## config.mk

```make
export PLATFORM = sky130hd
export DESIGN_NAME = fpnew_issue_rob
export DESIGN_NICKNAME = d
export VERILOG_FILES = /design/src/rtl/fpnew_issue_rob_pkg.sv /design/src/rtl/fpnew_issue_rob.sv
export SDC_FILE = /design/constraint.sdc
export NUM_CORES = 1
export LEC_CHECK = 0
export BUFFER_PORTS_ARGS = -buffer_cell sky130_fd_sc_hd__buf_2
export CAP_MARGIN = 0
export CORE_ASPECT_RATIO = 0.6
export CORE_MARGIN = 3
export CORE_UTILIZATION = 33
export CTS_CLUSTER_SIZE = 28
export DETAILED_ROUTE_END_ITERATION = 6
export HOLD_SLACK_MARGIN = 0.06
export PLACE_DENSITY = 0.56
export SLEW_MARGIN = 5
export SYNTH_ARGS = -nofsm -noshare
export SYNTH_HDL_FRONTEND = slang
export SYNTH_SLANG_ARGS = --single-unit
```

## constraint.sdc

```tcl
create_clock -name clk_i -period 5.2 [get_ports clk_i]
set_input_delay 0 -clock clk_i [delete_from_list [all_inputs] [get_ports clk_i]]
set_output_delay 0 -clock clk_i [all_outputs]
set_load 0.05 [all_outputs]
```

## src/rtl/fpnew_issue_rob_pkg.sv

```systemverilog
// Shared FP op-field types for the FPnew issue/reorder front end.
// Encodings mirror fpnew_pkg so fields pass straight through to the FPU.
package fpnew_issue_rob_pkg;

    typedef enum logic [2:0] {
        RNE = 3'b000,
        RTZ = 3'b001,
        RDN = 3'b010,
        RUP = 3'b011,
        RMM = 3'b100,
        ROD = 3'b101,
        DYN = 3'b111
    } roundmode_e;

    typedef enum logic [3:0] {
        FMADD, FNMSUB, ADD, MUL,
        DIV, SQRT, SGNJ, MINMAX,
        CMP, CLASSIFY, F2F, F2I,
        I2F, CPKAB, CPKCD
    } operation_e;

    typedef enum logic [2:0] {
        FP32, FP64, FP16, FP8, FP16ALT
    } fp_format_e;

    typedef enum logic [1:0] {
        INT8, INT16, INT32, INT64
    } int_format_e;

    typedef struct packed {
        logic NV;
        logic DZ;
        logic OF;
        logic UF;
        logic NX;
    } status_t;

endpackage

```

## src/rtl/fpnew_issue_rob.sv

```systemverilog
// Issues core FP ops to FPnew tagged with a ROB slot and an epoch bit,
// and writes results back in issue order; owns sticky fflags and FPU flush.
module fpnew_issue_rob
    import fpnew_issue_rob_pkg::*;
#(
    parameter  int unsigned Width   = 32,
    parameter  int unsigned Depth   = 4,
    parameter  int unsigned RdWidth = 5,
    localparam int unsigned IdxW    = $clog2(Depth)
) (
    input  logic               clk_i,
    input  logic               rst_ni,

    input  logic               req_valid_i,
    output logic               req_ready_o,
    input  logic [3*Width-1:0] req_operands_i,
    input  roundmode_e         req_rnd_mode_i,
    input  operation_e         req_op_i,
    input  logic               req_op_mod_i,
    input  fp_format_e         req_src_fmt_i,
    input  fp_format_e         req_dst_fmt_i,
    input  int_format_e        req_int_fmt_i,
    input  logic               req_vectorial_i,
    input  logic [RdWidth-1:0] req_rd_i,

    output logic [3*Width-1:0] fpu_operands_o,
    output roundmode_e         fpu_rnd_mode_o,
    output operation_e         fpu_op_o,
    output logic               fpu_op_mod_o,
    output fp_format_e         fpu_src_fmt_o,
    output fp_format_e         fpu_dst_fmt_o,
    output int_format_e        fpu_int_fmt_o,
    output logic               fpu_vectorial_o,
    output logic [IdxW:0]      fpu_tag_o,
    output logic               fpu_in_valid_o,
    input  logic               fpu_in_ready_i,
    output logic               fpu_flush_o,
    input  logic [Width-1:0]   fpu_result_i,
    input  status_t            fpu_status_i,
    input  logic [IdxW:0]      fpu_tag_i,
    input  logic               fpu_out_valid_i,
    output logic               fpu_out_ready_o,
    input  logic               fpu_busy_i,

    output logic               wb_valid_o,
    input  logic               wb_ready_i,
    output logic [Width-1:0]   wb_result_o,
    output logic [RdWidth-1:0] wb_rd_o,
    output status_t            wb_status_o,

    input  logic               flush_i,
    output logic [4:0]         fflags_o,
    input  logic               fflags_clr_i,
    output logic               idle_o
);

    typedef logic [IdxW:0] tag_t;

    typedef struct packed {
        logic               alloc;
        logic               done;
        logic [RdWidth-1:0] rd;
        logic [Width-1:0]   result;
        status_t            status;
    } rob_entry_t;

    localparam logic [IdxW:0] FullCnt = (IdxW+1)'(Depth);

    rob_entry_t      ent_q [Depth];
    rob_entry_t      ent_d [Depth];
    logic [IdxW-1:0] wr_ptr_q, wr_ptr_d;
    logic [IdxW-1:0] rd_ptr_q, rd_ptr_d;
    logic [IdxW:0]   count_q, count_d;
    logic            epoch_q, epoch_d;
    logic [4:0]      fflags_q, fflags_d;

    rob_entry_t      head;
    logic            full;
    logic            issue;
    logic            retire;
    logic [IdxW-1:0] rsp_idx;
    logic            rsp_hit;

    assign fpu_operands_o  = req_operands_i;
    assign fpu_rnd_mode_o  = req_rnd_mode_i;
    assign fpu_op_o        = req_op_i;
    assign fpu_op_mod_o    = req_op_mod_i;
    assign fpu_src_fmt_o   = req_src_fmt_i;
    assign fpu_dst_fmt_o   = req_dst_fmt_i;
    assign fpu_int_fmt_o   = req_int_fmt_i;
    assign fpu_vectorial_o = req_vectorial_i;
    assign fpu_tag_o       = tag_t'({epoch_q, wr_ptr_q});
    assign fpu_flush_o     = flush_i;
    assign fpu_out_ready_o = 1'b1;

    assign full           = (count_q == FullCnt);
    assign fpu_in_valid_o = req_valid_i & ~full & ~flush_i;
    assign issue          = fpu_in_valid_o & fpu_in_ready_i;
    assign req_ready_o    = issue;

    assign head        = ent_q[rd_ptr_q];
    assign wb_valid_o  = head.alloc & head.done & ~flush_i;
    assign wb_result_o = head.result;
    assign wb_rd_o     = head.rd;
    assign wb_status_o = head.status;
    assign retire      = wb_valid_o & wb_ready_i;

    // Stale-epoch, free or already-completed slots swallow the response.
    assign rsp_idx = fpu_tag_i[IdxW-1:0];
    assign rsp_hit = fpu_out_valid_i & ~flush_i
                   & (fpu_tag_i[IdxW] == epoch_q)
                   & ent_q[rsp_idx].alloc
                   & ~ent_q[rsp_idx].done;

    assign fflags_o = fflags_q;
    assign idle_o   = (count_q == '0) & ~fpu_busy_i;

    always_comb begin
        ent_d    = ent_q;
        wr_ptr_d = wr_ptr_q;
        rd_ptr_d = rd_ptr_q;
        count_d  = count_q;
        epoch_d  = epoch_q;
        if (flush_i) begin
            for (int i = 0; i < int'(Depth); i++) begin
                ent_d[i].alloc = 1'b0;
                ent_d[i].done  = 1'b0;
            end
            wr_ptr_d = '0;
            rd_ptr_d = '0;
            count_d  = '0;
            epoch_d  = ~epoch_q;
        end else begin
            if (issue) begin
                ent_d[wr_ptr_q].alloc = 1'b1;
                ent_d[wr_ptr_q].done  = 1'b0;
                ent_d[wr_ptr_q].rd    = req_rd_i;
                wr_ptr_d = wr_ptr_q + 1'b1;
            end
            if (rsp_hit) begin
                ent_d[rsp_idx].done   = 1'b1;
                ent_d[rsp_idx].result = fpu_result_i;
                ent_d[rsp_idx].status = fpu_status_i;
            end
            if (retire) begin
                ent_d[rd_ptr_q].alloc = 1'b0;
                rd_ptr_d = rd_ptr_q + 1'b1;
            end
            unique case ({issue, retire})
                2'b10:   count_d = count_q + 1'b1;
                2'b01:   count_d = count_q - 1'b1;
                default: count_d = count_q;
            endcase
        end
    end

    // A CSR clear racing a retire keeps only the retiring op's flags.
    always_comb begin
        fflags_d = fflags_q;
        if (fflags_clr_i) begin
            fflags_d = retire ? wb_status_o : 5'b0;
        end else if (retire) begin
            fflags_d = fflags_q | wb_status_o;
        end
    end

    always_ff @(posedge clk_i or negedge rst_ni) begin
        if (!rst_ni) begin
            for (int i = 0; i < int'(Depth); i++) begin
                ent_q[i].alloc <= 1'b0;
                ent_q[i].done  <= 1'b0;
            end
            wr_ptr_q <= '0;
            rd_ptr_q <= '0;
            count_q  <= '0;
            epoch_q  <= 1'b0;
            fflags_q <= '0;
        end else begin
            ent_q    <= ent_d;
            wr_ptr_q <= wr_ptr_d;
            rd_ptr_q <= rd_ptr_d;
            count_q  <= count_d;
            epoch_q  <= epoch_d;
            fflags_q <= fflags_d;
        end
    end

endmodule
```

==> flow_summary.json, run 1 <==
{
  "outcome": "did not finish",
  "haltStage": "4_1_cts",
  "stop_error": "[ERROR RSZ-0060] Max buffer count reached.",
  "cts_hold_buffers": 161,
  "htree_levels": 4,
  "numCtsBuffers": 17,
  "ys_seq_area_share_pct": 68.3,
  "synth_top_area_share_pct": 61.9,
  "async_reset_ff_share_pct": 11.1,
  "synth_area_per_cell_um2": 17.3,
  "cts.sinks": 189,
  "synth_nets": 646,
  "ios": 336,
  "dp_slack_ps": 2080,
  "routabilityCongestion": 0.778,
  "start_util_pct": 34.4,
  "cts_resized": 0,
  "synth.top_cells.by_area": "edfxtp_1 62%, mux4_2 12%, buf_4 11%",
  "port_buffers": 108,
  "post-dp-hpwl_mm": 10.9,
  "ctsLongestPathBuffers": 2,
  "die_h_um": 128,
  "post-cts-setup-buffer-count": 0,
  "num_rows": 43,
  "yosysWarnings": 0,
  "cts_root_buffer": "clkbuf_16",
  "yosys-top-cells-count": "168 x edfxtp_1, 116 x buf_4, 43 x mux4_2",
  "synth-edff-count": 168,
  "synth_area_um2": 8150,
  "synth_cells": 470,
  "synth_top_cell_by_area": "edfxtp_1",
  "yosysMostFrequentCell": "edfxtp_1",
  "die_w_um": 209,
  "synthFlopType": "edfxtp_1",
  "ys_seq_elements": 189,
  "synth.distinct_cells": 40
}
## metrics by stage
step / hold WS [ps] / cell area [µm²] / std cells
after global placement: -9.08 / 8210 / 767
after floorplan: -296 / 8150 / 470
after detailed placement: 0.341 / 8210 / 767
## cell families after synthesis
| logic type | Yosys count | share of synthesized area [%] |
|---|---|---|
| AO/OA/AOI/OAI | 28 | 2.41 |
| XOR/XNOR | 4 | 0.430 |
| adder cells (fa/ha/maj) | 9 | 1.47 |
| buffers and inverters | 147 | 12.3 |
| flip-flops | 189 | 68.3 |
| multiplexers | 46 | 12.3 |
| other | 1 | 0.0460 |
| AND/OR/NAND/NOR | 46 | 2.73 |
==> run 2: changes to the inputs <==
CORE_ASPECT_RATIO = unset   (was 0.6)
CORE_UTILIZATION = 20   (was 33)
CTS_CLUSTER_SIZE = unset   (was 28)
HOLD_SLACK_MARGIN = unset   (was 0.06)
PLACE_DENSITY = unset   (was 0.56)
PLACE_DENSITY_LB_ADDON = 0.15   (was unset)
==> flow_summary.json, run 2 <==
{
  "async_reset_ff_share_pct": 11.1,
  "num_rows": 73,
  "ys_seq_elements": 189,
  "synthFlopType": "edfxtp_1",
  "final_area_um2": 9560,
  "synth-edff-count": 168,
  "die_w_um": 208,
  "dpl_cell_area_um2": 8480,
  "internal_power_uw": 2360,
  "fillerInstances": 4169,
  "power_per_cell_area_nw_per_um2": 322,
  "highest_layer": "met5",
  "die-area_um2": 43200,
  "postRouteAntennaNets": 0,
  "ios": 336,
  "areaGrowthSynthToFinish_pct": 17.3,
  "net-switching-power_uw": 720,
  "grt_pass1_wl_mm": 30.0,
  "numCtsBuffers": 17,
  "cts.sinks": 189,
  "final_cell_mix": "168 x edfxtp_1, 108 x buf_2, 50 x dlygate4sd3_1",
  "hold_viol_final": 0,
  "num_vias": 4069,
  "clock_skew_ps": 8.64,
  "dp_slack_ps": 2090,
  "cts_root_buffer": "clkbuf_16",
  "p_clk_share_pct": 41.0,
  "finalCriticalPeriod_ps": 3020,
  "start_util_pct": 20.4,
  "clkTransAtPathRegs_ps": 70,
  "synth_top_area_share_pct": 61.9,
  "switching_share_pct": 23.4,
  "setup_ws_ps": 2180,
  "ctsLongestPathBuffers": 2,
  "outcome": "complete, no violations",
  "yosysWarnings": 0,
  "worstPathRequired_ps": 5510,
  "grt_pass1_vias": 4584,
  "drt-total-wl_mm": 20.2,
  "met1Wirelength_mm": 7.94,
  "post-dp-hpwl_mm": 12.8,
  "relSlewSlack_pct": 24.1,
  "setup_violations": 0,
  "cp_max_fo": 45,
  "finalCritPeriodShare_pct": 58.1,
  "track_usage_pct": 9.35,
  "cap_violations": 0,
  "path_class": "reg -> reg",
  "synth.top_cells.by_area": "edfxtp_1 62%, mux4_2 12%, buf_4 11%",
  "dr.first_iter.drc_count": 145,
  "clock_latency_ps": 440,
  "wl_per_cell_um": 19.0,
  "ys_seq_area_share_pct": 68.3,
  "end_kind": "flip-flop",
  "synth_cells": 470,
  "overflow": 0,
  "cts_resized": 0,
  "tritoncts": "built",
  "vias_per_cell": 3.84,
  "htree_levels": 4,
  "yosysMostFrequentCell": "edfxtp_1",
  "fin_setup_tns_ps": 0,
  "synth.distinct_cells": 40,
  "leakagePower_uw": 0.00320,
  "arrival_ps": 3330,
  "max_clock_freq_mhz": 331,
  "final_layout_size_suffix_gt1_share_pct": 37.2,
  "tightest_slew_ps": 1130,
  "routabilityCongestion": 0.670,
  "first_pass_iters": 4,
  "synth_nets": 646,
  "fin_util_pct": 23.9,
  "core_area_um2": 40000,
  "antenna_found_initial": 1,
  "drc": 0,
  "rsz0062_at_grt": "no",
  "die_h_um": 208,
  "routed-wl-met3_mm": 1.45,
  "fin_nets": 698,
  "port_buffers": 108,
  "wl_met2_mm": 10.1,
  "ir_drop_v": 0.000209,
  "synth_area_um2": 8150,
  "combPwrFrac_pct": 4.8,
  "worstHoldPathType": "in -> out",
  "final_common_cell": "edfxtp_1",
  "cp-start-kind": "flip-flop",
  "synth_top_cell_by_area": "edfxtp_1",
  "synth_area_per_cell_um2": 17.3,
  "grt_max_degree": 46,
  "seqPwrFrac_pct": 54.3,
  "slew_viol_final": 0,
  "yosys-top-cells-count": "168 x edfxtp_1, 116 x buf_4, 43 x mux4_2"
}
-- run 2: cell counts after synthesis --
No cell type changed its count.
-- run 2: path summary, 6_finish.rpt --
| kind | startpoint | to | slack, ps | cells past startpoint |
|---|---|---|---|---|
| setup / recovery | rd_ptr_q[1] | count_q[1] | 2180 | 6 |
| hold / removal | req_operands_i[72] | fpu_operands_o[72] | 0.02 | 0 |
| setup reg to reg | rd_ptr_q[1] | count_q[1] | 2180 | 6 |
| hold reg to reg | epoch_q | epoch_q | 510 | 1 |
| max in group asynchronous | rst_ni | rd_ptr_q[0] | 4690 | 2 |
| min in group asynchronous | rst_ni | ent_q[130] | 90 | 2 |
-- run 2: layout make-up --
type	instances	area, µm²	area share, %
Sequential cell	189	5580	58.3
Multi-Input combinational cell	134	1600	16.7
Timing Repair Buffer	165	1090	11.4
Tap cell	525	657	6.87
Clock buffer	17	425	4.45
Clock inverter	15	151	1.58
Inverter	15	58.8	0.615
Antenna cell	1	2.50	0.0262
-- run 2: metrics by stage --
step / hold slack [ps] / power [µW] / cells
CTS: 0.341 / 3140 / 1060
detailed placement: 0.341 / 1820 / 978
finish: 0.0193 / 3080 / 1061
global route: 0.0728 / 3220 / 1061
floorplan: -296 / 2010 / 470
global placement: 0.341 / 1820 / 978
-- run 2: what timing repair did --
action / CTS / global route
hold buffers: 50 / 0
buffers inserted: 0 / 0
hold endpoints to repair: 199 / 0
-- run 2: layer usage --
metal	vias to the layer above	track usage, %
met5	-	0.779
met4	2	3.93
met3	92	4.02
met2	147	15.6
met1	2059	10.5
li1	1769	-
-- run 2: power by group through the flow --
stage               combinational, µW  clock, µW  sequential (µW)
finish                            147       1260             1670
global route                      161       1390             1670
CTS                               150       1310             1670
detailed placement                118          0             1710
global placement                  116          0             1700
floorplan                         298          0             1710
-- run 2: critical path, cell delays in order (launching register included) --
cell and delay, ps:
dfrtp_2 340, buf_4 610, inv_1 220, mux4_2 400, nor2_1 890, mux2i_1 320
o22ai_1 100
-- run 2: cell families after synthesis --
group	count (synthesis)	share of synthesized area [%]
mux	46	12.3
compound gates	28	2.41
fa+ha+maj	9	1.47
xor+xnor	4	0.430
flops	189	68.3
buf+inv	147	12.3
other cells	1	0.0460
simple gates	46	2.73
Note: power is estimated with default switching activity, not from simulation.
==> run 3: changes to the inputs <==
ABC_AREA = 1   (was unset)
clock period = 2.7 ns   (was 5.2 ns; I/O delays follow)
==> flow_summary.json, run 3 <==
{
  "worstPathRequired_ps": 2700,
  "cts_root_buffer": "clkbuf_16",
  "core_area_um2": 40400,
  "final_layout_size_suffix_gt1_share_pct": 23.6,
  "ys_seq_elements": 189,
  "track_usage_pct": 12.0,
  "synth_top_cell_by_area": "edfxtp_1",
  "die_w_um": 210,
  "r2r_slack_ps": 650,
  "tightest_slew_ps": 562,
  "yosysMostFrequentCell": "edfxtp_1",
  "finalCritPeriodShare_pct": 81.6,
  "finalCriticalPeriod_ps": 2200,
  "dr.first_iter.drc_count": 298,
  "ir_drop_v": 0.000403,
  "drt-total-wl_mm": 26.6,
  "antenna_found_initial": 3,
  "ys_seq_area_share_pct": 67.2,
  "post-dp-hpwl_mm": 18.5,
  "fillerInstances": 4339,
  "ctsLongestPathBuffers": 2,
  "final_common_cell": "edfxtp_1",
  "holdWs_ps": 0.0193,
  "numCtsBuffers": 17,
  "relSlewSlack_pct": 62.5,
  "hold_viol_final": 0,
  "fin_nets": 892,
  "dpl_cell_area_um2": 8680,
  "clock_skew_ps": 14.8,
  "synth_cells": 675,
  "clkTransAtPathRegs_ps": 80,
  "wl_per_cell_um": 21.2,
  "tritoncts": "built",
  "ios": 336,
  "cts.sinks": 189,
  "start_util_pct": 20.5,
  "clock_latency_ps": 440,
  "cp_max_fo": 25,
  "vias_per_cell": 4.03,
  "synth_area_um2": 8290,
  "first_pass_iters": 4,
  "overflow": 0,
  "port_buffers": 108,
  "dp_slack_ps": 609,
  "synth_area_per_cell_um2": 12.3,
  "num_rows": 73,
  "async_reset_ff_share_pct": 11.1,
  "synth-edff-count": 168,
  "grt_pass1_vias": 5116,
  "drc": 0,
  "worstHoldPathType": "in -> out",
  "die_h_um": 210,
  "synth_top_area_share_pct": 60.9,
  "grt_max_degree": 49,
  "final_cell_mix": "168 x edfxtp_1, 107 x buf_2, 97 x nor2_1",
  "fin_setup_tns_ps": 0,
  "grt_pass1_wl_mm": 37.8,
  "synth_nets": 851,
  "leakagePower_uw": 0.00347,
  "die-area_um2": 43900,
  "slew_viol_final": 0,
  "postRouteAntennaNets": 0,
  "path_class": "reg -> out",
  "power_per_cell_area_nw_per_um2": 622,
  "yosys-top-cells-count": "168 x edfxtp_1, 117 x buf_4, 99 x nor2_1",
  "synthFlopType": "edfxtp_1",
  "cap_violations": 0,
  "areaGrowthSynthToFinish_pct": 17.3,
  "max_clock_freq_mhz": 454,
  "end_kind": "output port",
  "rsz0062_at_grt": "no",
  "synth.distinct_cells": 30,
  "htree_levels": 4,
  "power_uw": 6050,
  "setup_ws_ps": 496,
  "cp-start-kind": "flip-flop",
  "final_area_um2": 9720,
  "setup_violations": 0,
  "synth.top_cells.by_area": "edfxtp_1 61%, buf_4 11%, dfrtp_1 6.3%",
  "outcome": "complete, no violations",
  "routabilityCongestion": 0.696,
  "num_vias": 5054,
  "arrival_ps": 2200,
  "yosysWarnings": 0
}
-- run 3: changes by cell type after synthesis, sizes merged, moves of 9 or more --
cell and change:
clkbuf +9, mux4 -43, nand2 +18, nand3 +13, nor2 +92, o21ai +88, o22ai +42
-- run 3: cells by family (layout without fill, tap and decap cells) --
group | after synthesis | in the layout | synth area share, %
other | 1 | 2 | 0.0452
xor gates and xnor gates | 3 | 3 | 0.317
buffers and inverters | 165 | 219 | 13.0
AOI/OAI and AO/OA | 150 | 150 | 10.0
adders and majority gates | 9 | 9 | 1.45
DFF | 189 | 189 | 67.2
and+or+nand+nor | 158 | 158 | 7.97
-- run 3: worst paths after layout --
| path | startpoint | endpoint | depth (start not counted) |
|---|---|---|---|
| max | rd_ptr_q[1] | wb_result_o[16] | 5 |
| max in group asynchronous | rst_ni | rd_ptr_q[1] | 3 |
| max reg2reg | epoch_q | flip-flop | 5 |
| min | req_operands_i[26] | fpu_operands_o[26] | 0 |
| min in group asynchronous | rst_ni | ent_q[43] | 3 |
| min reg2reg | epoch_q | epoch_q | 1 |
-- run 3: critical path: stages, from the launching register on --
cell and delay [ps]:
dfrtp_2 460, inv_2 350, buf_12 240, o21ai_0 120, o22ai_1 240, buf_2 330
-- run 3: through the flow --
step | instances | utilization (%)
global placement | 1176 | 21.5
CTS | 1254 | 24.1
finish | 1255 | 24.1
detailed placement | 1176 | 21.5
floorplan | 675 | -
global route | 1255 | 24.1
-- run 3: what timing repair did --
item	4_1_cts	5_1_grt
hold buffers	46	0
endpoints found under the hold margin	207	0
buffers inserted	0	0
resized for setup	0	0
-- run 3: layout make-up --
cell class / instances / area (µm²) / area share, %
Inverter: 19 / 71.3 / 0.734
Sequential cell: 189 / 5570 / 57.3
Clock inverter: 15 / 156 / 1.61
Clock buffer: 17 / 425 / 4.38
Multi-Input combinational cell: 321 / 1680 / 17.3
Tap cell: 525 / 657 / 6.76
Timing Repair Buffer: 168 / 1160 / 11.9
Antenna cell: 1 / 2.50 / 0.0257
-- run 3: layer usage --
layer  part of all wire, %  GRT usage (%)
met1                    37           13.0
met2                    52           20.8
met3                   7.7           4.69
met4                   3.3           4.97
met5                  0.12          0.111
-- run 3: power breakdown --
part           leakage, µW  internal [µW]  switching, µW  total, µW
clock             0.000288           1310           1220       2530
combinational      0.00139            112            185        296
sequential         0.00179           3200           21.4       3220
total              0.00347           4620           1420       6050
==> run 4: changes to the inputs <==
clock period = 1.85 ns   (was 2.7 ns; I/O delays follow)
==> flow_summary.json, run 4 (synthesis gave the netlist of run 3 again) <==
{
  "start_util_pct": 20.5,
  "final_cell_mix": "168 x edfxtp_1, 76 x nor2_1, 64 x buf_2",
  "final_common_cell": "edfxtp_1",
  "power_per_cell_area_nw_per_um2": 759,
  "post-dp-hpwl_mm": 18.6,
  "fin_util_pct": 28.5,
  "worstPathRequired_ps": 1850,
  "hold_viol_final": 0,
  "r2r_slack_ps": -70,
  "grt_pass1_vias": 5532,
  "path_class": "reg -> out",
  "final_layout_size_suffix_gt1_share_pct": 38.5,
  "end_kind": "output port",
  "tritoncts": "built",
  "drc": 0,
  "ios": 336,
  "fin_nets": 966,
  "max_clock_freq_mhz": 506,
  "ctsLongestPathBuffers": 2,
  "clkTransAtPathRegs_ps": 70,
  "fin_setup_tns_ps": -3090,
  "cp_max_fo": 6,
  "vias_per_cell": 4.10,
  "critical_path.top_delay_family": "buffers and inverters",
  "fillerInstances": 4188,
  "slew_viol_final": 0,
  "worstHoldPathType": "in -> out",
  "numCtsBuffers": 17,
  "cts_root_buffer": "clkbuf_16",
  "crit_path_max_incr_delay_ps": 510,
  "area.sequential_um2": 5580,
  "antenna_found_initial": 1,
  "routabilityCongestion": 0.709,
  "dr.first_iter.drc_count": 227,
  "clock_latency_ps": 440,
  "grt_max_degree": 37,
  "dp_slack_ps": -45.9,
  "finalCriticalPeriod_ps": 1970,
  "die_h_um": 210,
  "final_cells": 1329,
  "multi_input_area_um2": 2060,
  "arrival_ps": 1970,
  "cts.sinks": 189,
  "ir_drop_v": 0.000620,
  "leakagePower_uw": 0.00417,
  "critical_path.cell_chain": "inv_4 > buf_12 > buf_12 > buf_12 > buf_16 > nor2_2 > o22ai_4 > buf_6",
  "setup_ws_ps": -124,
  "port_buffers": 108,
  "path_buf_inv": 6,
  "wl_per_cell_um": 22.9,
  "areaGrowthSynthToFinish_pct": 38.8,
  "first_pass_iters": 5,
  "num_rows": 73,
  "die-area_um2": 43900,
  "violations": "negative setup slack",
  "drt-total-wl_mm": 30.5,
  "track_usage_pct": 12.8,
  "finalCritPeriodShare_pct": 107,
  "outcome": "finished, violations left",
  "num_vias": 5455,
  "postRouteAntennaNets": 0,
  "cap_violations": 0,
  "overflow": 0,
  "cp-start-kind": "flip-flop",
  "rsz0062_at_grt": "yes",
  "cpMaxStageDelayCell": "dfrtp_4",
  "cp_common_cell": "buf_12",
  "htree_levels": 4,
  "dp.cells": 1210,
  "power_uw": 8730,
  "die_w_um": 210,
  "core_area_um2": 40400,
  "grt_pass1_wl_mm": 40.4,
  "clock_skew_ps": 9.85,
  "setup_violations": 66
}
## run 4: worst reg2reg max path, cell delays in order (launching register included)
cell	delay, ps
dfrtp_4	450
inv_4	50
buf_4	140
nand3_1	60
nand2_1	60
nor2_2	130
nor2_4	50
nand3_2	70
inv_2	50
fa_2	360
xnor2_2	180
inv_1	50
nand2_1	50
nand2_1	40
nand3_1	60
nand2_1	50
## run 4: path summary, 6_finish.rpt
| kind | cells after the start | to | from |
|---|---|---|---|
| min reg2reg | 2 | fflags_o[2] | fflags_o[2] |
| max reg2reg | 15 | count_q[2] | rd_ptr_q[0] |
| min | 0 | fpu_operands_o[26] | req_operands_i[26] |
| max in group asynchronous | 3 | rd_ptr_q[0] | rst_ni |
| max | 8 | wb_status_o[4] | rd_ptr_q[0] |
| min in group asynchronous | 3 | ent_q[130] | rst_ni |
## run 4: repair_timing
action                                  4_1_cts  5_1_grt
hold endpoints to repair                    206        0
pin swaps                                    19       30
endpoints found under the setup margin       44      156
cloned                                        7       12
setup buffers                                13       10
gates resized for setup                     136       70
hold buffers                                 46        0
## run 4: metrics by stage
stage	cell area, µm²	hold slack [ps]
floorplan	8430	-296
global placement	9230	0.341
detailed placement	9230	0.341
CTS	11000	0.341
global route	11500	0.0921
finish	11500	0.0193
## run 4: power by group
group / switching, µW / internal (µW) / leakage, µW
Combinational: 294 / 213 / 0.00212
Clock: 1670 / 1860 / 0.000265
Sequential: 18.2 / 4670 / 0.00179
Total: 1980 / 6740 / 0.00417
## run 4: area by class of cell
cell class	instances	share of cell area, %
diodes	1	0.0217
clock buffers	19	3.76
clock inverters	13	1.04
inverters	19	0.739
multi-input cells	321	17.9
flip-flops and latches	189	48.5
well taps	525	5.71
repair buffers	242	22.4
## run 4: layer usage
layer | vias up | wire, µm | track usage [%] | part of all wire, %
met5 | - | 0 | 0 | 0
met4 | 0 | 848 | 5.13 | 2.8
met3 | 62 | 2550 | 5.23 | 8.3
met2 | 209 | 15200 | 22.0 | 50
met1 | 2662 | 11900 | 14.0 | 39
li1 | 2522 | - | - | -
